<file path="config.mk">
export PLATFORM = sky130hd
export DESIGN_NAME = regfile_read_arbiter
export DESIGN_NICKNAME = d
export VERILOG_FILES = /design/src/rtl/regfile_read_arbiter_pkg.sv /design/src/rtl/regfile_read_arbiter_rr_pick.sv /design/src/rtl/regfile_read_arbiter.sv
export SDC_FILE = /design/constraint.sdc
export NUM_CORES = 1
export LEC_CHECK = 0
export BUFFER_PORTS_ARGS = -buffer_cell sky130_fd_sc_hd__clkbuf_2
export CORE_ASPECT_RATIO = 0.9
export CORE_UTILIZATION = 40
export CTS_CLUSTER_DIAMETER = 30
export DETAILED_ROUTE_END_ITERATION = 12
export PLACE_DENSITY = 0.79
export SLEW_MARGIN = 10
export SYNTH_ARGS = -nofsm -noshare
export SYNTH_HDL_FRONTEND = slang
export SYNTH_SLANG_ARGS = --single-unit
</file>
<file path="constraint.sdc">
create_clock -name clk -period 5.2 [get_ports clk]
set_clock_uncertainty 0.2 [all_clocks]
set_input_delay 1.04 -clock clk [delete_from_list [all_inputs] [get_ports clk]]
set_output_delay 1.04 -clock clk [all_outputs]
set_load 0.02 [all_outputs]
</file>
<file path="src/rtl/regfile_read_arbiter_pkg.sv">
`default_nettype none
// ============================================================================
// Module      : regfile_arb_pkg
// Description : Shared types and constants for the register-file read-port
//               arbiter: FSM state encoding, default index/data widths and
//               the requester-ID width helper.
// Revision    : 1.0 - initial release
// ============================================================================
package regfile_arb_pkg;

    // Default register index and data widths of the 16x16 register file.
    localparam int C_AW = 4;
    localparam int C_DW = 16;

    typedef enum logic [1:0] {
        IDLE   = 2'd0,
        LOOKUP = 2'd1,
        RESP   = 2'd2
    } state_t;

    // Requester-ID width; never zero so a single-bit ID field always exists.
    function automatic int id_width(input int n);
        return (n > 1) ? $clog2(n) : 1;
    endfunction

endpackage
`default_nettype wire

</file>
<file path="src/rtl/regfile_read_arbiter_rr_pick.sv">
`default_nettype none
// ============================================================================
// Module      : rr_pick
// Description : Combinational round-robin selector. Searches valid[] starting
//               at ptr and moving upward with wrap; the first set bit wins.
// Ports       : valid     in  NREQ  request vector
//               ptr       in  IDW   search start index
//               grant     out NREQ  one-hot winner (zero when nothing valid)
//               idx       out IDW   binary index of the winner
//               any_valid out 1     at least one request present
// Revision    : 1.0 - initial release
// ============================================================================
module rr_pick
    import regfile_arb_pkg::*;
#(
    parameter int NREQ = 4,
    parameter int IDW  = id_width(NREQ)
) (
    input  logic [NREQ-1:0] valid,
    input  logic [IDW-1:0]  ptr,
    output logic [NREQ-1:0] grant,
    output logic [IDW-1:0]  idx,
    output logic            any_valid
);

    always_comb begin : p_pick
        // One extra bit so ptr+offset never overflows before the wrap.
        logic [IDW:0] w_pos;
        logic         w_found;
        grant   = '0;
        idx     = '0;
        w_found = 1'b0;
        w_pos   = '0;
        for (int off = 0; off < NREQ; off++) begin
            w_pos = {1'b0, ptr} + (IDW+1)'(off);
            if (w_pos >= (IDW+1)'(NREQ)) begin
                w_pos = w_pos - (IDW+1)'(NREQ);
            end
            if (!w_found && valid[w_pos[IDW-1:0]]) begin
                w_found                = 1'b1;
                grant[w_pos[IDW-1:0]]  = 1'b1;
                idx                    = w_pos[IDW-1:0];
            end
        end
        any_valid = w_found;
    end

endmodule
`default_nettype wire

</file>
<file path="src/rtl/regfile_read_arbiter.sv">
`default_nettype none
// ============================================================================
// Module      : regfile_read_arbiter
// Description : Round-robin arbiter sharing one read port of the register
//               file among NREQ requesters. One read in flight at a time:
//               grant (IDLE/RESP) -> LOOKUP (drive index, capture data) ->
//               RESP (hold response until rsp_ready).
//               Build option REGFILE_ARB_WR_BYPASS_EN: a same-cycle write to
//               the looked-up register is forwarded into the response.
// Ports       : clk, rst_n                 clock, async active-low reset
//               req_valid/req_reg/req_ready  per-requester request channel
//               rf_rd_reg/rf_rd_en/rf_rd_data  register file read port
//               wr_en/wr_reg/wr_data         register file write snoop
//               rsp_valid/rsp_id/rsp_data/rsp_ready  response channel
// Revision    : 1.0 - initial release
// ============================================================================
module regfile_read_arbiter
    import regfile_arb_pkg::*;
#(
    parameter int NREQ = 4,
    parameter int AW   = C_AW,
    parameter int DW   = C_DW,
    parameter int IDW  = id_width(NREQ)
) (
    input  logic             clk,
    input  logic             rst_n,
    input  logic [NREQ-1:0]  req_valid,
    input  logic [NREQ*AW-1:0] req_reg,
    output logic [NREQ-1:0]  req_ready,
    output logic [AW-1:0]    rf_rd_reg,
    output logic             rf_rd_en,
    input  logic [DW-1:0]    rf_rd_data,
    input  logic             wr_en,
    input  logic [AW-1:0]    wr_reg,
    input  logic [DW-1:0]    wr_data,
    output logic             rsp_valid,
    output logic [IDW-1:0]   rsp_id,
    output logic [DW-1:0]    rsp_data,
    input  logic             rsp_ready
);

    state_t          r_state;
    state_t          w_state_nxt;
    logic [IDW-1:0]  r_ptr;
    logic [IDW-1:0]  r_id;
    logic [AW-1:0]   r_idx;
    logic [DW-1:0]   r_rsp_data;

    logic [NREQ-1:0] w_pick_grant;
    logic [IDW-1:0]  w_pick_idx;
    logic            w_any_valid;
    logic [AW-1:0]   w_pick_reg;
    logic            w_grant_ok;
    logic            w_accept;
    logic [DW-1:0]   w_rd_value;

    rr_pick #(
        .NREQ (NREQ),
        .IDW  (IDW)
    ) u_pick (
        .valid     (req_valid),
        .ptr       (r_ptr),
        .grant     (w_pick_grant),
        .idx       (w_pick_idx),
        .any_valid (w_any_valid)
    );

    // A new grant is allowed when nothing is in flight, or when the pending
    // response is being consumed this very cycle.
    assign w_grant_ok = (r_state == IDLE) || ((r_state == RESP) && rsp_ready);
    assign w_accept   = w_grant_ok && w_any_valid;

    // rst_n gating keeps req_ready low while reset is held even if
    // requesters are already asserting req_valid.
    assign req_ready  = (rst_n && w_grant_ok) ? w_pick_grant : '0;

    assign rf_rd_en   = (r_state == LOOKUP);
    assign rf_rd_reg  = rf_rd_en ? r_idx : '0;
    assign rsp_valid  = (r_state == RESP);
    assign rsp_id     = r_id;
    assign rsp_data   = r_rsp_data;

    // Register index of the winning requester.
    always_comb begin
        w_pick_reg = '0;
        for (int i = 0; i < NREQ; i++) begin
            if (w_pick_idx == IDW'(i)) begin
                w_pick_reg = req_reg[i*AW +: AW];
            end
        end
    end

`ifdef REGFILE_ARB_WR_BYPASS_EN
    // The register file updates at the end of the write cycle, so its read
    // data is stale here; forward the write to show the post-edge value.
    assign w_rd_value = (wr_en && (wr_reg == r_idx)) ? wr_data : rf_rd_data;
`else
    assign w_rd_value = rf_rd_data;
    logic w_unused_wr;
    assign w_unused_wr = ^{wr_en, wr_reg, wr_data};
`endif

    always_comb begin
        w_state_nxt = r_state;
        case (r_state)
            IDLE:    if (w_accept) w_state_nxt = LOOKUP;
            LOOKUP:  w_state_nxt = RESP;
            RESP: begin
                if (rsp_ready) begin
                    w_state_nxt = w_accept ? LOOKUP : IDLE;
                end
            end
            default: w_state_nxt = IDLE;
        endcase
    end

    always_ff @(posedge clk or negedge rst_n) begin
        if (!rst_n) begin
            r_state    <= IDLE;
            r_ptr      <= '0;
            r_id       <= '0;
            r_idx      <= '0;
            r_rsp_data <= '0;
        end else begin
            r_state <= w_state_nxt;
            if (w_accept) begin
                r_idx <= w_pick_reg;
                r_id  <= w_pick_idx;
                r_ptr <= (w_pick_idx == IDW'(NREQ-1)) ? '0 : w_pick_idx + 1'b1;
            end
            if (r_state == LOOKUP) begin
                r_rsp_data <= w_rd_value;
            end
        end
    end

endmodule
`default_nettype wire

</file>
==> impl_metrics.env <==
export IMPL_run_status="finished with violations"
export IMPL_failed_checks="design-rule violations"
export IMPL_first_global_vias=1239
export IMPL_portBuffers=66
export IMPL_clock_sinks=26
export IMPL_dieHeight_um=63.7
export IMPL_grt_first_pass_wirelength_um=5640
export IMPL_setup_worst_path_end_class="output pin"
export IMPL_avgViaCountPerCell=5.25
export IMPL_start_point_of_the_worst_min_delay_path="rsp_data[11]"
export IMPL_p_leak_nw=1.04
export IMPL_synth_edf_count=0
export IMPL_worst_path_max_fanout=21
export IMPL_worstMarginPinSlew_ns=0.935
export IMPL_synthesis_area_per_instance_um2=10.7
export IMPL_grt_start_max_net_pins=28
export IMPL_tritoncts_num_buffers=3
export IMPL_syn_area_um2=1690
export IMPL_drcViolationCount=12
export IMPL_n_antenna_cell=0
export IMPL_warning_count_from_the_yosys_run=0
export IMPL_max_slew_margin_rel_pct=37.4
export IMPL_gp_routability_congestion=0.743
export IMPL_ys_ff_latch=26
export IMPL_worst_endpoint_required_ns=3.96
export IMPL_clock_tree_root_cell="sky130_fd_sc_hd__clkbuf_8"
export IMPL_via_count=1408
export IMPL_power_density_cell_area_nw_per_um2=681
export IMPL_track_usage_pct=15.9
export IMPL_initial_utilization_pct=41.5
export IMPL_clock_fmax_ghz=0.240
export IMPL_final_hold_worst_slack_ns=0.292
export IMPL_syn2layout_area_growth_pct=25.0
export IMPL_cts_reportedPaths_clkPinSlew_ns=0.09
export IMPL_mapped_nets=229
export IMPL_synth_largest_type_area_fraction_pct=38.5
export IMPL_detail_route_wirelength_um=3370
export IMPL_hpwl_um=2540
export IMPL_post_synth_top_area_cell="sky130_fd_sc_hd__dfrtp_1"
export IMPL_drt_pre_antenna_iters=8
export IMPL_cts_resized=0
export IMPL_detail_route_antenna_nets=0
export IMPL_final_layout_size_suffix_gt1_share_pct=38.6
export IMPL_fin_tns_setup_ns=0
export IMPL_reg2reg_setup_slack_ns=1.61
export IMPL_timing_final_crit_period_ns=4.16
export IMPL_worst_path_arrival_ns=2.92
export IMPL_share_of_synthesized_area_occupied_by_flip_flops_and_latches_pct=38.5
export IMPL_cts_htree_levels=1
export IMPL_skew_pair_late_insertion_delay_ns=0.27
export IMPL_timing_final_ws_setup_ns=1.04
export IMPL_synth_area_leaders="sky130_fd_sc_hd__dfrtp_1, sky130_fd_sc_hd__ha_1, sky130_fd_sc_hd__mux2_1, sky130_fd_sc_hd__mux2_2, sky130_fd_sc_hd__a221o_1"
export IMPL_hold_path_class="reg2reg"
export IMPL_synth_async_sr_flop_share_pct=100
export IMPL_r2r_start="r_ptr[0]"
export IMPL_initial_antenna_violation_count=0
export IMPL_worstSetupStartpointType="flip-flop"
export IMPL_cts_hold_buffers_added=0
export IMPL_slew_violations=0
export IMPL_r2r_end="r_idx[1]"
export IMPL_rsz0062_at_grt="no"
export IMPL_dp_slack_ns=1.27
export IMPL_globalRouteOverflowTotal=0
export IMPL_placedInstanceArea_um2=2040
export IMPL_hold_violations=0
export IMPL_core_area_um2=4070
export IMPL_die_area_um2=4490
export IMPL_tritoncts="yes"
export IMPL_placement_rows=22
export IMPL_avgRoutedWirePerCell_um=12.6
export IMPL_num_nets_final=292
export IMPL_post_synth_inst_count=158
export IMPL_fill_cells=375
export IMPL_primary_ff_master_synth="sky130_fd_sc_hd__dfrtp_1"
export IMPL_number_of_endpoints_failing_setup_at_the_final_stage=0
export IMPL_worstSetupPathType="reg2out"
export IMPL_worst_hold_path_endpoint="rsp_data[11]"
export IMPL_die_width_um=70.5
export IMPL_final_util_pct=51.9
export IMPL_yosysUniqueCellTypes=40
export IMPL_worstHoldPathCells=1
export IMPL_post_cts_setup_driven_buffer_insertion_count=0
export IMPL_first_iter_violations=68
export IMPL_final_area_um2=2110
export IMPL_worst_r2r_path_depth=11
export IMPL_final_period_utilization_pct=80.0
export IMPL_design_portCount=88
export IMPL_maxCapViolCount=0
export IMPL_max_vdd_ir_drop_mv=0.250
export IMPL_cts_buffer_depth=2
-- metrics by stage --
| stage | instances | power [mW] |
|---|---|---|
| 2_1_floorplan | 158 | 1.07 |
| 3_3_place_gp | 264 | 1.26 |
| 3_5_place_dp | 264 | 1.28 |
| 4_1_cts | 268 | 1.45 |
| 5_1_grt | 268 | 1.56 |
| 6_report | 268 | 1.44 |
-- report_power, final --
| part | switching [mW] | total (mW) | internal [mW] |
|---|---|---|---|
| logic | 0.496 | 0.883 | 0.387 |
| clock network | 0.0609 | 0.164 | 0.103 |
| registers | 0.0833 | 0.392 | 0.309 |
-- placed cells by master (no fill, tap or decap), types with 5 or more instances in the layout --
master,synthesis,final
sky130_fd_sc_hd__clkbuf_2,0,66
sky130_fd_sc_hd__dfrtp_1,26,26
sky130_fd_sc_hd__nor2_1,11,11
sky130_fd_sc_hd__ha_1,11,11
sky130_fd_sc_hd__nand2b_1,10,10
sky130_fd_sc_hd__mux2_1,10,10
sky130_fd_sc_hd__nand2_1,10,10
sky130_fd_sc_hd__a221o_1,7,7
sky130_fd_sc_hd__mux2_2,7,7
sky130_fd_sc_hd__inv_1,5,5
sky130_fd_sc_hd__a32o_1,5,5
-- sequential cells by signal, summed over array words and instances, names as in the netlist --
name      flops
rsp_data     16
r_idx         4
r_ptr         2
r_state       2
rsp_id        2
-- synthesized netlist by cell type (2+ instances only) --
cell	count
sky130_fd_sc_hd__dfrtp_1	26
sky130_fd_sc_hd__ha_1	11
sky130_fd_sc_hd__nor2_1	11
sky130_fd_sc_hd__mux2_1	10
sky130_fd_sc_hd__nand2_1	10
sky130_fd_sc_hd__nand2b_1	10
sky130_fd_sc_hd__a221o_1	7
sky130_fd_sc_hd__mux2_2	7
sky130_fd_sc_hd__buf_2	6
sky130_fd_sc_hd__a32o_1	5
sky130_fd_sc_hd__inv_1	5
sky130_fd_sc_hd__nor2b_1	5
sky130_fd_sc_hd__a31oi_1	4
sky130_fd_sc_hd__and2_1	4
sky130_fd_sc_hd__mux2i_1	4
sky130_fd_sc_hd__mux4_2	3
sky130_fd_sc_hd__nand3_1	3
sky130_fd_sc_hd__a21oi_1	2
sky130_fd_sc_hd__clkbuf_1	2
sky130_fd_sc_hd__o21ai_0	2
sky130_fd_sc_hd__o221ai_1	2
-- logic make-up (layout without fill, tap and decap cells) --
family | count (synthesis) | after routing | synth area share [%]
buffers and inverters | 15 | 77 | 4.22
and+or+nand+nor | 49 | 49 | 15.0
DFF | 26 | 26 | 38.5
AOI/OAI and AO/OA | 33 | 33 | 16.4
muxes | 24 | 24 | 17.7
adders and majority gates | 11 | 11 | 8.14
-- how the worst max path moves through the flow --
stage                      start            to  slack [ns]  cells after the start
global route            r_ptr[0]  req_ready[3]        0.82                      6
global placement           rst_n  req_ready[2]        1.23                      6
finish                  r_ptr[0]  req_ready[0]        1.04                      6
detailed placement         rst_n  req_ready[0]        1.27                      6
floorplan           req_valid[2]  req_ready[0]        1.56                      4
CTS                     r_ptr[0]  req_ready[0]        1.03                      6
-- critical path: stages (launching register included) --
cell and delay (ns):
sky130_fd_sc_hd__dfrtp_1 0.83, sky130_fd_sc_hd__inv_1 0.19, sky130_fd_sc_hd__ha_1 0.41, sky130_fd_sc_hd__mux4_2 0.43, sky130_fd_sc_hd__a221o_1 0.38, sky130_fd_sc_hd__a32o_1 0.25, sky130_fd_sc_hd__clkbuf_2 0.15
-- final cells by class --
class / instances / area (µm²) / share of cell area (%)
inverters: 6 / 22.5 / 1.07
clock inverters: 1 / 30.0 / 1.42
repair buffers: 67 / 338 / 16.0
multi-input cells: 117 / 971 / 45.9
clock buffers: 3 / 41.3 / 1.95
flip-flops and latches: 26 / 651 / 30.8
well taps: 48 / 60.1 / 2.84
-- routing by layer --
layer  vias to the layer above  GRT usage, %  wire length [µm]
li1                        705             -                 -
met1                       633          20.6              1590
met2                        63          25.5              1490
met3                         7          5.28               252
met4                         0          4.08                35
met5                         -             0                 0
Note: power is estimated with default switching activity, not from simulation.
